$ cat src/rtl/alu_op_sequencer.sv
// alu_op_sequencer: initiator for the registered ALU wrapper.
// Accepts one command at a time, drives the wrapper operands and waits LAT
// edges. It then captures the result and flags and presents them on a
// response channel.
// Optional feature macro: ALU_SEQ_STICKY_FLAGS_EN (accumulated flag history).
module alu_op_sequencer #(
    parameter int unsigned N     = 32,
    parameter int unsigned LAT   = 2,
    parameter int unsigned CNT_W = 16
) (
    input  logic             clk,
    input  logic             rst,
    input  logic             cmd_valid,
    output logic             cmd_ready,
    input  logic [N-1:0]     cmd_a,
    input  logic [N-1:0]     cmd_b,
    input  logic [3:0]       cmd_s,
    output logic [N-1:0]     alu_a,
    output logic [N-1:0]     alu_b,
    output logic [3:0]       alu_s,
    input  logic [N-1:0]     alu_result,
    input  logic [3:0]       alu_flags,
    output logic             rsp_valid,
    input  logic             rsp_ready,
    output logic [N-1:0]     rsp_data,
    output logic [3:0]       rsp_flags,
    output logic [CNT_W-1:0] ops_done,
    output logic [3:0]       sticky_flags,
    input  logic             sticky_clr
);

    typedef enum logic [1:0] {
        IDLE,
        WAIT,
        RESP
    } state_t;

    localparam logic [3:0]       LAT_CNT = 4'(LAT);
    localparam logic [CNT_W-1:0] OPS_ONE = CNT_W'(1);

    state_t     state;
    state_t     state_nxt;
    logic [3:0] wcnt;
    logic       accept;
    logic       capture;
    logic       rsp_done;

    // State register
    always_ff @(posedge clk or negedge rst) begin
        if (!rst) begin
            state <= IDLE;
        end else begin
            state <= state_nxt;
        end
    end

    // Next-state decode and handshake strobes
    always_comb begin
        state_nxt = state;
        cmd_ready = 1'b0;
        accept    = 1'b0;
        capture   = 1'b0;
        rsp_done  = 1'b0;
        case (state)
            IDLE: begin
                cmd_ready = 1'b1;
                if (cmd_valid) begin
                    accept    = 1'b1;
                    state_nxt = WAIT;
                end
            end
            WAIT: begin
                if (wcnt == LAT_CNT) begin
                    capture   = 1'b1;
                    state_nxt = RESP;
                end
            end
            RESP: begin
                if (rsp_ready) begin
                    rsp_done  = 1'b1;
                    state_nxt = IDLE;
                end
            end
            default: state_nxt = IDLE;
        endcase
    end

    // Latency counter: cleared on accept, counts edges while waiting
    always_ff @(posedge clk or negedge rst) begin
        if (!rst) begin
            wcnt <= '0;
        end else if (accept) begin
            wcnt <= '0;
        end else if (state == WAIT) begin
            wcnt <= wcnt + 4'd1;
        end
    end

    // Operand registers toward the wrapper, held until the next accept
    always_ff @(posedge clk or negedge rst) begin
        if (!rst) begin
            alu_a <= '0;
            alu_b <= '0;
            alu_s <= '0;
        end else if (accept) begin
            alu_a <= cmd_a;
            alu_b <= cmd_b;
            alu_s <= cmd_s;
        end
    end

    // Response capture and valid flag
    always_ff @(posedge clk or negedge rst) begin
        if (!rst) begin
            rsp_data  <= '0;
            rsp_flags <= '0;
            rsp_valid <= 1'b0;
        end else if (capture) begin
            rsp_data  <= alu_result;
            rsp_flags <= alu_flags;
            rsp_valid <= 1'b1;
        end else if (rsp_done) begin
            rsp_valid <= 1'b0;
        end
    end

    // Completed-response counter, wraps silently
    always_ff @(posedge clk or negedge rst) begin
        if (!rst) begin
            ops_done <= '0;
        end else if (rsp_done) begin
            ops_done <= ops_done + OPS_ONE;
        end
    end

`ifdef ALU_SEQ_STICKY_FLAGS_EN
    // Sticky flag accumulation; a clear on a capture edge keeps only that capture
    always_ff @(posedge clk or negedge rst) begin
        if (!rst) begin
            sticky_flags <= '0;
        end else if (sticky_clr) begin
            sticky_flags <= capture ? alu_flags : 4'b0000;
        end else if (capture) begin
            sticky_flags <= sticky_flags | alu_flags;
        end
    end
`else
    logic unused_sticky_clr;
    assign unused_sticky_clr = sticky_clr;
    assign sticky_flags      = 4'b0000;
`endif

endmodule

$ cat config.mk
export PLATFORM = sky130hd
export DESIGN_NAME = alu_op_sequencer
export DESIGN_NICKNAME = d
export VERILOG_FILES = /design/src/rtl/alu_op_sequencer.sv
export SDC_FILE = /design/constraint.sdc
export NUM_CORES = 1
export LEC_CHECK = 0
export CAP_MARGIN = 20
export CORE_ASPECT_RATIO = 1.5
export CORE_MARGIN = 10
export CORE_UTILIZATION = 44
export CTS_CLUSTER_DIAMETER = 40
export DETAILED_ROUTE_END_ITERATION = 10
export GPL_ROUTABILITY_DRIVEN = 0
export PLACE_DENSITY = 0.84
export SETUP_SLACK_MARGIN = 0.4
export SYNTH_ARGS = -nofsm -noshare
export SYNTH_HDL_FRONTEND = slang
export SYNTH_SLANG_ARGS = --single-unit
$ cat constraint.sdc
create_clock -name clk -period 5.3 [get_ports clk]
set_input_delay 1.06 -clock clk [delete_from_list [all_inputs] [get_ports clk]]
set_output_delay 1.06 -clock clk [all_outputs]
set_load 0.03 [all_outputs]
After elaboration in Yosys (flattened, before gate mapping). Index checks and enable logic that the tools add are counted.

Register bits after elaboration: 127. Input bits: 109. Output and inout port bits: 126. Logic and storage cells: 36.

$add $sub $neg: 2. Eq/ne operators: 6. Multiplexer cells: 15. Reductions and logical operators: 4.

Operator list (count): adder 16 x 1 -> 16 bit, second input constant (1); 2-to-1 mux 1 bit (9); 2-to-1 mux 4 bit (2); 2-to-1 mux 2 bit (3); != test 2 bit, second input constant (3); one-hot mux 2 bit (3 select lines) (1); adder 4 x 1 -> 4 bit, second input constant (1); == test 4 x 2 -> 1 bit, second input constant (1); nonzero test 2 bit (2); AND reduction 3 bit (1); == test 2 x 1 -> 1 bit, second input constant (1); == test 2 bit, second input constant (1); zero test 2 bit (1).

Logic depth before layout (Yosys ltp).
Depth in word-level cells: 4. Depth in mapped cells: 7. Gate-level depth less buffers: 5.

Least setup slack after synthesis. Ideal clock, no wire load.

Path kind: in2reg. From: input port rsp_ready. To: register ops_done[15]. Setup time: 0.080 ns. Data arrival time: 2.101 ns. Required time: 5.220 ns. Setup slack: 3.119 ns. Stages on the path: 5. Buffers on the path: 1. Cell sequence: nand3b_4 or4_4 buf_6 nor4_4 xor2_1.

Cells in the longest elaborated chain, start to end: 2.

RTL lines: start, declared (RTL line 24) `input logic rsp_ready,`; 2-to-1 mux 1 bit (RTL line 79) `if (rsp_ready) begin`; 2-to-1 mux 1 bit (RTL line 64) `case (state)`; end signal, assigned (RTL line 132) `ops_done <= ops_done + OPS_ONE;`; end, declared (RTL line 27) `output logic [CNT_W-1:0] ops_done,`.

No other way between the ends. A chain may end at the register's enable or synchronous reset.

Worst setup path after layout.
From: register state[1]. To: output port cmd_ready.

Cells in the longest elaborated chain, start to end: 2.

RTL lines: start, declared (RTL line 41) `state_t state;`; start signal, assigned (RTL line 53) `state <= state_nxt;`; zero test 2 bit (RTL line 64); 2-to-1 mux 1 bit (RTL line 64); end, declared (RTL line 14) `output logic cmd_ready,`.

No other way between the ends.

==> results.yml <==
route:
  drt-initial-drc-count: 118
  viasPerCell: 4.750
  ant_nets: 0
  vias: 4090
  first_pass_iters: 6
  drc: 0
  wl_per_cell_um: 17.61
  wirelength_um: 15160
finish:
  diodes: 0
  final_nets: 813
  utilization_pct: 72.70
  syn2layout_area_growth_pct: 62.02
  layout.cells.most_common: "clkdlybuf4s50_1"
  layout_common_cells: "clkdlybuf4s50_1, nand2_1, dfrtp_1, mux2_2, clkbuf_16"
  final_cell_count_no_fill: 861
  final_area_mm2: 0.008038
  drive_gt1_share_pct: 11.34
critical_path:
  critPathLaunch: "state[1]"
  path_cells: "nor2_1 > clkdlybuf4s50_1"
  r2r_cells: 6
  cp-end-kind: "output pin"
  path_max_fanout: 5
  r2r_slack_ns: 3.49
  arrival_ns: 1.83
  crit_slowest_cell: "clkdlybuf4s50_1"
  required_ns: 4.24
  crit-reg2reg-launch: "wcnt[0]"
  r2r-end: "rsp_data[20]"
  crit_type: "reg2out"
  start_kind: "flop"
  worstSetupEndpoint: "cmd_ready"
  critPathMaxStageDelay_ns: 0.75
die:
  core_area_mm2: 0.01106
  die_width_um: 106.7
  io_pins: 235
  rows: 47
  die_height_um: 150.0
  dieArea_mm2: 0.01601
  start_util_pct: 44.87
grt:
  grt_pass1_wl_um: 24050
  grt_usage_pct: 19.17
  grt_overflow: 0
  grt_pass1_vias: 4494
  grt_max_degree: 74
  antenna_found_initial: 0
sta:
  fin_crit_ns: 2.894
  fin_hold_ws_ns: 0.4666
  worst_slack_ns: 2.406
  fin_tns_setup_ns: 0
  fin_skew_ns: 0.007873
  worst-slew-pin-transition_ns: 0.7509
  finalHoldViolCount: 0
  rsz0062_at_grt: "false"
  relSlewSlack_pct: 49.94
  slew_viol_final: 0
  max_freq_mhz: 345.5
  setup_violations: 0
  fin_crit_sh_pct: 54.61
placement:
  dp_cells: 829
  io_buffers: 229
  post_dp_cell_area_mm2: 0.007380
  dp_slack_ns: 2.527
  place_hpwl_um: 11510
clocking:
  cts_resized: 0
  clk_path_buf_depth: 2
  insertion_delay_ns: 0.41
  cts.clk_slew.worst_paths_ns: 0.05
  postCtsHoldBufs: 0
  cts-root-buf: "clkbuf_16"
  cts_tree: "yes"
  cts.sinks: 127
  post_cts_buffers: 0
  cts_buffers: 17
  cts_max_level: 4
power:
  p_leak_nw: 3.755
  p_total_mw: 5.441
  switching_share_pct: 39.52
  seq_power_share_pct: 30.1
  peakVddDrop_mv: 0.4018
  p_int_mw: 3.291
  powerDensity_mw_per_mm2: 676.9
  p_switching_mw: 2.150
  combPwrFrac_pct: 46.5
  pwr-share-clk_pct: 23.4
synthesis:
  yosysWarnings: 0
  yosysSeqAreaShare_pct: 64.06
  yosysUniqueCellTypes: 29
  avgSynthCellArea_um2: 10.58
  synth_area_mm2: 0.004961
  synth_cells: 469
  synth_seq_cells: 127
hold_path:
  holdPathStages: 1
  hold_class: "reg2reg"
run:
  drv_cap: 0
status:
  status: "finished, final reports clean"
power groups by stage:
stage          combinational, mW  sequential (mW)  clock (mW)
4_1_cts                     2.57             1.64        1.30
3_5_place_dp                2.56             1.65           0
6_report                    2.53             1.64        1.27
5_1_grt                     2.70             1.69        1.34
3_3_place_gp                2.49             1.62           0
2_1_floorplan              0.621             2.42           0
routing by layer:
layer	wire (µm)	up-vias	track usage [%]
li1	-	1932	-
met3	1345	31	8.394
met5	0	-	0
met1	5185	1958	18.73
met2	8111	169	34.00
met4	520	0	8.628
state kept, by name (all words and copies together) (netlist names):
name / flops
alu_s: 4
alu_a: 32
alu_b: 32
rsp_data: 32
rsp_flags: 4
wcnt: 4
state: 2
ops_done: 16
rsp_valid: 1
how the worst min path moves through the flow:
| stage | start | endpoint | slack, ns |
|---|---|---|---|
| after detailed placement | ops_done[15] | ops_done[15] | 0.46 |
| after global routing | alu_a[5] | alu_a[5] | 0.49 |
| final | ops_done[15] | ops_done[15] | 0.47 |
| after global placement | alu_a[29] | alu_a[29] | 0.46 |
| after CTS | ops_done[15] | ops_done[15] | 0.47 |
| after floorplan | wcnt[3] | wcnt[3] | 0.46 |
Yosys cell counts:
library cell,n,share of area [%]
nand3b_4,1,0.40
nor3_2,1,0.20
nor3b_1,1,0.15
or2b_1,1,0.15
clkbuf_1,12,0.91
xor2_1,6,1.1
conb_1,1,0.076
nand3_1,9,0.91
nand2_1,220,17
xnor2_1,9,1.6
and2_1,1,0.13
or4_4,1,0.23
inv_1,5,0.38
mux2_2,36,8.2
o21ai_0,6,0.61
nor2_1,7,0.53
nor3_1,2,0.20
or2_2,1,0.13
buf_2,6,0.61
buf_4,4,0.61
dfrtp_1,127,64
ha_1,3,0.76
nand4_1,3,0.38
nor4_1,1,0.13
buf_6,1,0.23
nand2b_1,1,0.13
buf_1,1,0.076
nor4_4,1,0.43
and2b_1,1,0.15
kinds of logic (layout without fill, tap and decap cells):
kind of cell             Yosys count  in the layout  share of synthesized area, %
AO/OA/AOI/OAI                      6              6                        0.6053
multiplexers                      36             36                         8.172
adder cells (fa/ha/maj)            3              3                        0.7567
other                              1              4                       0.07559
XOR/XNOR                          15             15                         2.648
flip-flops                       127            127                         64.06
buffers and inverters             29            271                         2.799
AND/OR/NAND/NOR                  252            252                         20.88
final cells by class:
cell class,instances,area (µm²)
clock buffers,21,480.5
flip-flops and latches,127,3178
fillers,794,3018
well taps,147,183.9
repair buffers,234,2340
inverters,5,18.77
clock inverters,11,177.7
multi-input cells,316,1659
critical path: cells and delay by family (launching register included):
family,cells,cell delay (ns)
buffers and inverters,1,0.75
DFF,1,0.44
and+or+nand+nor,1,0.24
Note: power is estimated with default switching activity, not from simulation.
